==> src/rtl/lzd_normalizer.sv <==
// Sequential normaliser: shifts an accepted operand left one bit per clock until
// its MSB is set, then holds the mantissa and leading-zero count for the consumer.
module lzd_normalizer #(
  parameter int WIDTH = 8,
  parameter int CNT_W = 4
) (
  input  logic             clk,
  input  logic             rst_n,
  input  logic             in_valid,
  output logic             in_ready,
  input  logic [WIDTH-1:0] in_data,
  output logic             out_valid,
  input  logic             out_ready,
  output logic [WIDTH-1:0] out_mant,
  output logic [CNT_W-1:0] out_lz,
  output logic             out_zero
);

  typedef enum logic [1:0] {
    IDLE  = 2'd0,
    SHIFT = 2'd1,
    DONE  = 2'd2
  } state_t;

  state_t           state_q, state_d;
  logic [WIDTH-1:0] sr_q, sr_d;
  logic [CNT_W-1:0] cnt_q, cnt_d;
  logic             zero_q, zero_d;
  logic             accept;

  assign accept = in_valid && in_ready;

  always_ff @(posedge clk or negedge rst_n) begin
    if (!rst_n) begin
      state_q <= IDLE;
      sr_q    <= '0;
      cnt_q   <= '0;
      zero_q  <= 1'b0;
    end else begin
      state_q <= state_d;
      sr_q    <= sr_d;
      cnt_q   <= cnt_d;
      zero_q  <= zero_d;
    end
  end

  // An accept can only occur in IDLE or DONE, so it overrides the per-state update.
  always_comb begin
    state_d = state_q;
    sr_d    = sr_q;
    cnt_d   = cnt_q;
    zero_d  = zero_q;
    unique case (state_q)
      SHIFT: begin
        if (sr_q[WIDTH-1]) begin
          state_d = DONE;
        end else begin
          sr_d  = {sr_q[WIDTH-2:0], 1'b0};
          cnt_d = cnt_q + 1'b1;
        end
      end
      DONE: begin
        if (out_ready) state_d = IDLE;
      end
      default: ;
    endcase
    if (accept) begin
      if (in_data == '0) begin
        sr_d    = '0;
        cnt_d   = CNT_W'(WIDTH);
        zero_d  = 1'b1;
        state_d = DONE;
      end else begin
        sr_d    = in_data;
        cnt_d   = '0;
        zero_d  = 1'b0;
        state_d = SHIFT;
      end
    end
  end

  // In DONE the block is ready exactly when the current result drains.
  always_comb begin
    in_ready  = 1'b0;
    out_valid = 1'b0;
    unique case (state_q)
      IDLE: in_ready = 1'b1;
      DONE: begin
        out_valid = 1'b1;
        in_ready  = out_ready;
      end
      default: ;
    endcase
  end

  assign out_mant = sr_q;
  assign out_lz   = cnt_q;
  assign out_zero = zero_q;

endmodule

==> config.mk <==
export PLATFORM = sky130hd
export DESIGN_NAME = lzd_normalizer
export DESIGN_NICKNAME = d
export VERILOG_FILES = /design/src/rtl/lzd_normalizer.sv
export SDC_FILE = /design/constraint.sdc
export NUM_CORES = 1
export LEC_CHECK = 0
export ABC_AREA = 1
export CORE_MARGIN = 3
export CORE_UTILIZATION = 39
export DETAILED_ROUTE_END_ITERATION = 8
export PLACE_DENSITY = 0.78
export REMOVE_ABC_BUFFERS = 1
export SYNTH_ARGS = -nofsm -noshare
export SYNTH_HDL_FRONTEND = slang
export SYNTH_SLANG_ARGS = --single-unit
==> constraint.sdc <==
create_clock -name clk -period 1 [get_ports clk]
set_input_delay 0.15 -clock clk [delete_from_list [all_inputs] [get_ports clk]]
set_output_delay 0.15 -clock clk [all_outputs]
set_load 0.005 [all_outputs]
Word level (Yosys, flattened, before mapping)
Cells that the tools add are included.
Word-level totals
  word-level logic and storage cells: 34
  input port bits: 12
  output and inout port bits: 15
  bits in registers: 15
Cells by class
  mux-type cells: 16
  equal/unequal tests: 5
  add/subtract/negate cells: 1
  reductions and logical operators: 7
Operators by type and width (number)
  $mux W8: 4
  $mux W4: 4
  $logic_not A8 Y1: 1
  $mux W2: 4
  $ne A3 B3 Y1 const B: 2
  $add A4 B1 Y4 const B: 1
  $pmux W2 S2: 1
  $reduce_and A3 Y1: 1
  $reduce_bool A3 Y1: 1
  $eq A2 B1 Y1 const B: 1
  $eq A2 B2 Y1 const B: 1
  $logic_not A2 Y1: 1
  $mux W1: 2
  $ne A2 B1 Y1 const B: 1
  $pmux W1 S2: 1
  $reduce_and A2 Y1: 1
  $reduce_bool A2 Y1: 1
  $logic_and A1 B1 Y1: 1

Logic depth before layout (Yosys ltp)
Gate-level depths: netlist of the first run.
  depth after elaboration: 5
  depth in mapped cells: 8
  depth with buffers taken out: 8

Worst setup path after synthesis of the first run
OpenSTA, ideal clock, no wires.
  kind: reg2reg
  start: register state_q[1]
  end: register state_q[0]
  path buffers: 0
  library setup time: 0.128 ns
  stages on the path, launching flop included: 6
  arrival time: 0.929 ns
  clock period less this slack: 1.056 ns
  required time: 0.872 ns
  slack: -0.056 ns
  cell sequence: dfrtp_1 nand2_2 nand3_4 inv_6 nand2_4 a21boi_1
On the way
  cells in the longest elaborated chain, start to end: 5
  elaborated cells on any way between the ends: 11
  those cells by class: 4 x eq/ne; 3 x mux; 4 x reduce/logical
Ends and longest elaborated chain
  start: declaration: RTL line 25  | state_t state_q, state_d;
  start signal: assignment: RTL line 40  | state_q <= state_d;
  $eq A2 B2 Y1 or $logic_not A2 Y1 (tied branches): RTL line 53, 86
  $pmux W1 S2: RTL line 86  | unique case (state_q)
  $logic_and A1 B1 Y1: RTL line 31  | assign accept = in_valid && in_ready;
  $ne A3 B3 Y1 (no source line) or $reduce_bool A3 Y1 (tied branches)
  $reduce_and A3 Y1 (no source line)
Several ways; a longest one is shown, not always the timed one.
A chain may end at the register's enable or synchronous reset.

Final worst setup path of the first run
  start: register state_q[0]
  end: register sr_q[2] (netlist: out_mant[2])
On the way
  cells in the longest elaborated chain, start to end: 5
  elaborated cells on any way between the ends: 9
  those cells by class: 3 x eq/ne; 2 x mux; 4 x reduce/logical
Ends and longest elaborated chain
  $eq A2 B2 Y1 or $logic_not A2 Y1 (tied branches): RTL line 86
  $pmux W1 S2: RTL line 86
  $logic_and A1 B1 Y1: RTL line 31
  $ne A2 B1 Y1 (no source line) or $reduce_bool A2 Y1 (tied branches)
  $reduce_and A2 Y1 (no source line)
  end signal: assignment: RTL line 41  | sr_q <= sr_d;
  end: declaration: RTL line 26  | logic [WIDTH-1:0] sr_q, sr_d;
Several ways; a longest one is shown, not always the timed one.

==> results of run 1 <==
## state kept, by name, indices dropped and copies added, names as in the netlist
register  flops
state_q       2
out_lz        4
out_mant      8
out_zero      1
## cells by family after synthesis
logic type	after synthesis
AOI/OAI and AO/OA	6
adders and majority gates	1
buffers and inverters	10
DFF	15
and+or+nand+nor	65
## where the power goes
part / internal, W / total [W] / switching, W
logic: 0.0000489 / 0.0000826 / 0.0000338
registers: 0.000606 / 0.000606 / 0
clock network: 0.000154 / 0.000344 / 0.000189
## layout by cell type, fill, tap and decap left out, types with 2 or more instances in the layout
master	instances
a21boi_2	2
buf_2	15
buf_4	26
buf_6	10
clkbuf_4	3
clkdlybuf4s50_1	11
dfrtp_1	15
inv_1	3
inv_2	2
nand2_1	30
nand2_2	7
nand2_4	5
nand3_1	7
nand3_2	3
nor2_1	10
## layout make-up
type                    count  area [µm²]
clock buffers               4        26.3
fillers                   140         392
inverters                   9        53.8
multi-input cells          72         410
flip-flops and latches     15         375
well taps                  25        31.3
repair buffers             63         513
## routing by layer
| metal | vias to the layer above | share of wire | global-route usage |
|---|---|---|---|
| met2 | 23 | 0.56 | 0.389 |
| met5 | - | 0 | 0 |
| met3 | 2 | 0.034 | 0.0208 |
| met1 | 421 | 0.40 | 0.228 |
| li1 | 438 | - | - |
| met4 | 0 | 0.0017 | 0.0404 |
## path summary, 6_finish.rpt
| check | end | slack, ns | cells past startpoint |
|---|---|---|---|
| max in group asynchronous | out_zero | 0.62 | 2 |
| setup / recovery | out_mant[2] | -0.34 | 10 |
| setup reg to reg | out_mant[2] | -0.34 | 10 |
| hold reg to reg | out_zero | 0.58 | 3 |
| hold / removal | out_mant[1] | 0.20 | 2 |
| min in group clk | out_mant[6] | 0.46 | 3 |
## worst register-to-register path, delay by kind of cell (launching register included)
kind | cells | cell delay, ns
buffers and inverters | 5 | 0.41
and+or+nand+nor | 5 | 0.46
DFF | 1 | 0.37
## repair_timing
item / 4_1_cts / 5_1_grt
endpoints found under the setup margin: 30 / 20
setup buffers: 10 / 3
pin swaps: 5 / 9
gates resized for setup: 79 / 18
## per-stage QoR
| step | setup TNS [ns] | hold WS [ns] | total power (W) | utilization |
|---|---|---|---|---|
| detailed placement | -6.03 | 0.480 | 0.000696 | 0.691 |
| floorplan | -0.352 | -0.146 | 0.000627 | - |
| global route | -6.05 | 0.219 | 0.00109 | 0.783 |
| global placement | -5.53 | 0.462 | 0.000694 | 0.691 |
| CTS | -4.46 | 0.204 | 0.00104 | 0.750 |
| finish | -4.75 | 0.199 | 0.00103 | 0.783 |
==> out/metrics.cfg, run 1 <==
[outcome]
status=complete, but fails checks
violations=setup timing

[sta]
fin_crit_ns=1.34
hold_violations=0
setup_viol=17
setup_ws_ns=-0.337
rsz0062_at_grt=true
relSlewSlack=0.856
fin_crit_sh=1.34
tightestPinTransition_ns=0.215
drv_slew=0
max_freq_ghz=0.748
skew_ns=0.00668

[clocking]
cts_buffers=3
cts-hold-fix-buffers=0
cts_htree_levels=1
clock_sinks=15
root_buffer=clkbuf_4
clock_path_buffers=2
path_clk_slew_ns=0.09
clock_latency_ns=0.28
cts_tree=yes

[drt]
first_pass_iters=4
routedWlPerCell_um=12.5
detail_route.drc_violations=0
num_vias=884
ant_nets=0
avgViaCountPerCell=4.70
routed_wl_um=2350
drtIter0Drc=7

[critical_path]
critPathCaptureType=flop
cp_cell_sequence=buf_6 -> inv_4 -> buf_6 -> buf_6 -> nor2_4 -> nand2_4 -> nand2_4 -> inv_8 -> nand2_1 -> nand3_1
slowest_stage=dfrtp_1
critical_path_class=flop to flop
cp_max_fo=9
path_buf_inv=5
critPathTopFamily=simple AND/OR/NAND/NOR gates
worstPathArrival_ns=1.50
cpPeakStageDelay_ns=0.37
cpMostUsedCell=buf_6
cp-start-kind=flop
critical_path.startpoint=state_q[0]
reg2reg_from=state_q[0]
crit_required_ns=1.17

[synthesis]
yosysTopAreaCell=dfrtp_1
async_flop_share=1.00
synthMuxAreaShare=0
netlist_instances=97
netlist-cell-type-count=19
synth_xor_area_frac=0
ys_warn_count=0
netlist_top_cells_count=nand2_1 (38), dfrtp_1 (15), nand3_1 (10), nor2_1 (10), inv_1 (5)
synth_top_family_by_area=simple AND/OR/NAND/NOR gates
synth-simple-area-share=0.382
synth-adder-area-share=0.0162
syn_avg_cell_area_um2=7.96
synth-compound-area-share=0.0470
synth-main-ff-cell=dfrtp_1
synth-edff-count=0
yosys.area.top_type_share=0.486
synthTopCellsByArea=dfrtp_1 (49%), nand2_1 (18%), nand3_1 (6.5%), nor2_1 (4.9%), inv_1 (2.4%)
syn_area_um2=772
yosysMostFrequentCell=nand2_1
ys_seq_area_frac=0.486
ys_seq_elements=15

[floorplan]
rows=15
ios=27
core_area_mm2=0.00180
die_w_um=50.5
die_y_um=50.5
dieArea_mm2=0.00255
start_util=0.428

[flow_run]
max_cap_viol_count=0

[global_route]
grt_pass1_vias=889
gr-usage-all-layers=0.198
grt_max_degree=16
antenna_found_initial=0
gr-total-overflow=0
grt_pass1_wl_um=3880

[power_and_ir_drop]
powerDensity_mw_per_mm2=732
ir_worst_vdd_mv=0.754
p_leak_nw=0.738

[placed_design]
place_congestion=0.711
port_buffers=26
place_ws_ns=-0.472
hpwlAfterDp_um=1520
dp.cells=171
placed_area_mm2=0.00124

[finish]
area_delta_synth_final_pct=82.7
stdcell_count=188
fin_area_mm2=0.00141
final_nets=177
antenna_cells=0
drive_gt1_frac=0.497

[worst_hold_path]
worstHoldPathType=input port to asynchronous set/reset pin

Note: power is estimated with default switching activity, not from simulation.
==> inputs of run 2 (changes only) <==
--- a/config.mk
+++ b/config.mk
@@ -9,6 +9,7 @@
 export CORE_MARGIN = 3
 export CORE_UTILIZATION = 39
 export DETAILED_ROUTE_END_ITERATION = 8
+export MAX_ROUTING_LAYER = met4
 export PLACE_DENSITY = 0.78
 export REMOVE_ABC_BUFFERS = 1
 export SYNTH_ARGS = -nofsm -noshare
==> run 2 against run 1 <==
The run still ends with setup timing left. Sequential cell count unchanged. Via count unchanged. Critical path type unchanged. Register-to-register slack about the same. Non-clock buffer count unchanged. Worst hold slack about the same. Sequential power about the same. Die area unchanged. Routed wire length unchanged. Clock skew about the same. Critical path depth unchanged. Design area unchanged. Core utilization unchanged.
==> out/metrics.cfg, run 2 (same netlist as run 1, synthesis figures left out) <==
[floorplan]
rows=15  ; unchanged
dieArea_mm2=0.00255  ; unchanged
core_area_mm2=0.00180  ; unchanged
die_w_um=50.5  ; unchanged
die_y_um=50.5  ; unchanged
ios=27  ; unchanged
start_util=0.428  ; unchanged

[critical_path]
timing.rr.end=out_mant[2]  ; unchanged
critical_path_class=flop to flop  ; unchanged
cp-start-kind=flop  ; unchanged
worst-r2r-cell-count=10  ; unchanged
cp_max_fo=9  ; unchanged
worstPathArrival_ns=1.50  ; about the same
reg2reg_from=state_q[0]  ; unchanged
r2r_slack_ns=-0.34  ; about the same
crit_required_ns=1.17  ; about the same
critPathCaptureType=flop  ; unchanged

[placed_design]
port_buffers=26  ; unchanged
hpwlAfterDp_um=1520  ; unchanged
place_congestion=0.719  ; was 0.711
dp.cells=171  ; unchanged

[power_and_ir_drop]
p_leak_nw=0.738  ; unchanged
powerDensity_mw_per_mm2=732  ; unchanged
ir_worst_vdd_mv=0.754  ; about the same

[clocking]
clock_latency_ns=0.28  ; about the same
path_clk_slew_ns=0.09  ; about the same
clock_path_buffers=2  ; unchanged
cts_tree=yes  ; unchanged
clock_sinks=15  ; unchanged
cts_buffers=3  ; unchanged
cts_htree_levels=1  ; unchanged
root_buffer=clkbuf_4  ; unchanged

[drt]
avgViaCountPerCell=4.70  ; unchanged
drtIter0Drc=7  ; unchanged
first_pass_iters=4  ; unchanged
routed_wl_um=2350  ; unchanged
num_vias=884  ; unchanged
routedWlPerCell_um=12.5  ; unchanged
ant_nets=0  ; unchanged
detail_route.drc_violations=0  ; unchanged

[sta]
setup_ws_ns=-0.337  ; unchanged
max_freq_ghz=0.748  ; unchanged
skew_ns=0.00668  ; about the same
fin_crit_sh=1.34  ; unchanged
fin_crit_ns=1.34  ; unchanged
rsz0062_at_grt=true  ; unchanged
setup_viol=17  ; unchanged
relSlewSlack=0.856  ; unchanged
tightestPinTransition_ns=0.215  ; unchanged
hold_violations=0  ; unchanged
fin_setup_tns_ns=-4.75  ; about the same
drv_slew=0  ; unchanged

[finish]
final_nets=177  ; unchanged
largest_register_ffs=8  ; unchanged
drive_gt1_frac=0.497  ; unchanged
stdcell_count=188  ; unchanged
final_common_cell=nand2_1  ; unchanged
layout_common_cells=nand2_1 (30), buf_4 (26), dfrtp_1 (15), buf_2 (15), clkdlybuf4s50_1 (11)  ; unchanged
fill_cells=140  ; unchanged
antenna_cells=0  ; unchanged
area_delta_synth_final_pct=82.7  ; unchanged

[global_route]
gr-usage-all-layers=0.204  ; was 0.198
busiest_layer=met2  ; unchanged
grt_pass1_wl_um=3880  ; about the same
grt_max_degree=16  ; unchanged
use_met1=0.228  ; unchanged
antenna_found_initial=0  ; unchanged
grt_use_met3=0.0208  ; unchanged
met2_usage=0.389  ; unchanged
grt_pass1_vias=889  ; unchanged
gr-total-overflow=0  ; unchanged

[worst_hold_path]
worstHoldPathType=input port to asynchronous set/reset pin  ; unchanged

[flow_run]
max_cap_viol_count=0  ; unchanged

[outcome]
violations=setup timing  ; unchanged
status=complete, but fails checks  ; unchanged

[run 2: cell counts in the layout (fill, tap and decap cells not counted)]
Identical to the previous run, type by type.
[run 2: metal layers]
layer | up-vias | part of all wire
li1 | 438 | -
met1 | 421 | 0.40
met2 | 23 | 0.56
met3 | 2 | 0.033
met4 | 0 | 0.0017
met5 | - | 0
[run 2: layout make-up]
class	instances	area, µm²	share of cell area
timing repair buffer	63	513	0.364
inverter	9	53.8	0.0382
tap	25	31.3	0.0222
clock buffer	4	26.3	0.0186
sequential	15	375	0.266
multi-input combinational	72	410	0.291
[run 2: power breakdown]
| group | leakage (nW) | total (W) | internal (W) | switching (W) |
|---|---|---|---|---|
| Clock | 0.0150 | 0.000344 | 0.000154 | 0.000189 |
| Sequential | 0.157 | 0.000606 | 0.000606 | 0 |
| Combinational | 0.566 | 0.0000826 | 0.0000489 | 0.0000338 |
| Total | 0.738 | 0.00103 | 0.000809 | 0.000223 |
[run 2: worst max-delay path: stages (launching register included)]
cell and delay (ns):
dfrtp_1 0.37, buf_6 0.11, inv_4 0.03, buf_6 0.11, buf_6 0.11, nor2_4 0.14, nand2_4 0.09, nand2_4 0.10
inv_8 0.05, nand2_1 0.06, nand3_1 0.07
[run 2: worst max path at each step]
| stage | startpoint | to | slack (ns) |
|---|---|---|---|
| finish | state_q[0] | out_mant[2] | -0.34 |
| global route | state_q[0] | out_mant[2] | -0.41 |
| CTS | state_q[1] | in_ready | -0.32 |
| detailed placement | out_ready | in_ready | -0.47 |
| global placement | out_ready | in_ready | -0.43 |
| floorplan | state_q[1] | state_q[0] | -0.06 |
[run 2: stage by stage]
stage	hold slack, ns	total power (W)	area [µm²]	setup slack (ns)	utilization
finish	0.199	0.00103	1410	-0.337	0.783
global route	0.219	0.00109	1410	-0.410	0.783
CTS	0.204	0.00104	1350	-0.322	0.750
detailed placement	0.480	0.000696	1240	-0.472	0.691
global placement	0.462	0.000694	1240	-0.429	0.691
floorplan	-0.146	0.000627	761	-0.0561	-
[run 2: timing repair]
item,in CTS,in global routing
endpoints found under the hold margin,0,0
setup buffers,10,3
gates resized for setup,79,18
pin swaps,5,9
hold buffers,0,0
setup endpoints to repair,30,20
==> inputs of run 3 (changes only) <==
--- a/config.mk
+++ b/config.mk
@@ -15,3 +15,4 @@
 export SYNTH_ARGS = -nofsm -noshare
 export SYNTH_HDL_FRONTEND = slang
 export SYNTH_SLANG_ARGS = --single-unit
+export TNS_END_PERCENT = 1
==> run 3 against run 2 <==
The run still ends with setup timing left. Count of clock-buffer cells in the layout stayed put. Clock skew decreased by 0.0036 ns. Maximum frequency barely moved.
==> out/metrics.cfg, run 3 (same netlist as run 1, synthesis figures left out) <==
[floorplan]
ios=27  ; unchanged
die_y_um=50.5  ; unchanged
die_w_um=50.5  ; unchanged
rows=15  ; unchanged
start_util=0.428  ; unchanged
dieArea_mm2=0.00255  ; unchanged
core_area_mm2=0.00180  ; unchanged

[finish]
drive_gt1_frac=0.423  ; was 0.497
final_nets=170  ; was 177
antenna_cells=0  ; unchanged
fin_area_mm2=0.00131  ; was 0.00141 mm²
final_common_cell=nand2_1  ; unchanged
largest_register_ffs=8  ; unchanged
layout_common_cells=nand2_1 (34), buf_4 (22), dfrtp_1 (15)  ; was nand2_1 (30), buf_4 (26), dfrtp_1 (15), buf_2 (15), clkdlybuf4s50_1 (11)
area_delta_synth_final_pct=69.9  ; was 82.7%

[critical_path]
cp-start-kind=flop  ; unchanged
worst-r2r-cell-count=9  ; was 10
slowest_stage=dfrtp_1  ; unchanged
cp_cell_sequence=buf_6 -> inv_4 -> buf_6 -> buf_4 -> nor2_4 -> buf_4 -> nand2_2 -> nand3_1 -> a21boi_2  ; was buf_6 -> inv_4 -> buf_6 -> buf_6 -> nor2_4 -> nand2_4 -> nand2_4 -> inv_8 -> nand2_1 -> nand3_1
cpPeakStageDelay_ns=0.40  ; was 0.37 ns
crit_required_ns=1.17  ; about the same
cp_max_fo=2  ; was 9
worstPathArrival_ns=1.51  ; was 1.50 ns
critPathCaptureType=flop  ; unchanged
critical_path_class=flop to flop  ; unchanged

[worst_hold_path]
worstHoldPathType=input port to asynchronous set/reset pin  ; unchanged

[placed_design]
hpwlAfterDp_um=1520  ; unchanged
place_congestion=0.719  ; unchanged
placed_area_mm2=0.00124  ; unchanged
port_buffers=26  ; unchanged

[flow_run]
max_cap_viol_count=0  ; unchanged

[sta]
drv_slew=0  ; unchanged
relSlewSlack=0.868  ; was 0.856
hold_violations=0  ; unchanged
fin_crit_ns=1.34  ; about the same
rsz0062_at_grt=true  ; unchanged
skew_ns=0.00306  ; was 0.00668 ns
tightestPinTransition_ns=0.198  ; was 0.215 ns
max_freq_ghz=0.748  ; about the same
setup_ws_ns=-0.336  ; was -0.337 ns
fin_crit_sh=1.34  ; about the same
setup_viol=17  ; unchanged

[drt]
ant_nets=0  ; unchanged
detail_route.drc_violations=0  ; unchanged
first_pass_iters=4  ; unchanged
routed_wl_um=2110  ; was 2350 µm
drtIter0Drc=9  ; was 7
routedWlPerCell_um=11.7  ; was 12.5 µm
num_vias=848  ; was 884
avgViaCountPerCell=4.69  ; was 4.70

[clocking]
cts_buffers=3  ; unchanged
cts_htree_levels=1  ; unchanged
clock_path_buffers=2  ; unchanged
root_buffer=clkbuf_4  ; unchanged
cts_tree=yes  ; unchanged
path_clk_slew_ns=0.09  ; about the same
clock_latency_ns=0.27  ; was 0.28 ns
clock_sinks=15  ; unchanged

[outcome]
status=complete, but fails checks  ; unchanged
violations=setup timing  ; unchanged

[global_route]
grt_max_degree=16  ; unchanged
grt_pass1_vias=839  ; was 889
gr-usage-all-layers=0.184  ; was 0.204
grt_pass1_wl_um=3520  ; was 3880 µm
gr-total-overflow=0  ; unchanged
antenna_found_initial=0  ; unchanged

[power_and_ir_drop]
total_power_w=0.00102  ; was 0.00103 W
ir_worst_vdd_mv=0.755  ; was 0.754 mV
powerDensity_mw_per_mm2=781  ; was 732 mW/mm²
p_leak_nw=0.703  ; was 0.738 nW

## run 3: cell types whose count changed in the layout (fill, tap and decap cells not counted), moves of 3 or more
cell	delta
buf_6	-3
clkbuf_2	+11
buf_4	-4
nand2_1	+4
buf_2	-11
nand2_2	-3
## run 3: layer usage
metal	part of all wire	wire, µm	GRT usage	vias up
met5	0	0	-	-
met4	0.0019	4	0.0404	0
met3	0.042	88	0.0208	2
met2	0.56	1190	0.339	21
met1	0.39	832	0.213	401
li1	-	-	-	424
## run 3: where the power goes
part,total (W),internal (W),switching (W),leakage (nW)
Combinational,0.0000816,0.0000483,0.0000333,0.531
Sequential,0.000606,0.000606,0,0.157
Clock,0.000337,0.000154,0.000183,0.0150
Total,0.00102,0.000809,0.000216,0.703
## run 3: worst paths after layout
kind	slack, ns	to	startpoint
worst max register to register	-0.34	state_q[1]	state_q[0]
min in group clk	0.47	out_mant[6]	in_data[6]
worst min register to register	0.49	out_zero	out_zero
max in group asynchronous	0.62	out_lz[3]	rst_n
worst min-delay path	0.20	out_mant[1]	rst_n
worst max-delay path	-0.34	state_q[1]	state_q[0]
## run 3: stage by stage
stage / hold slack, ns / setup slack [ns] / utilization / std cells / TNS, ns
6_report: 0.203 / -0.336 / 0.728 / 181 / -4.43
5_1_grt: 0.220 / -0.404 / 0.728 / 181 / -5.83
4_1_cts: 0.204 / -0.327 / 0.732 / 180 / -4.92
3_5_place_dp: 0.480 / -0.472 / 0.691 / 171 / -6.03
3_3_place_gp: 0.462 / -0.429 / 0.691 / 171 / -5.53
2_1_floorplan: -0.146 / -0.0561 / - / 96 / -0.352
## run 3: critical path, delay by kind of cell (launching register included)
kind / cells / cell delay, ns
flip-flops: 1 / 0.40
buffers and inverters: 5 / 0.51
AO/OA/AOI/OAI: 1 / 0.16
AND/OR/NAND/NOR: 3 / 0.17
## run 3: layout make-up
class	instances	area [µm²]
fill	156	490
timing repair buffer	56	449
multi-input combinational	72	378
sequential	15	375
inverter	9	51.3
tap	25	31.3
clock buffer	4	26.3
## run 3: what timing repair did
item	CTS	global route
setup endpoints to repair	30	28
buffers inserted	5	1
pin swaps	1	2
hold buffers	0	0
resized for setup	41	30
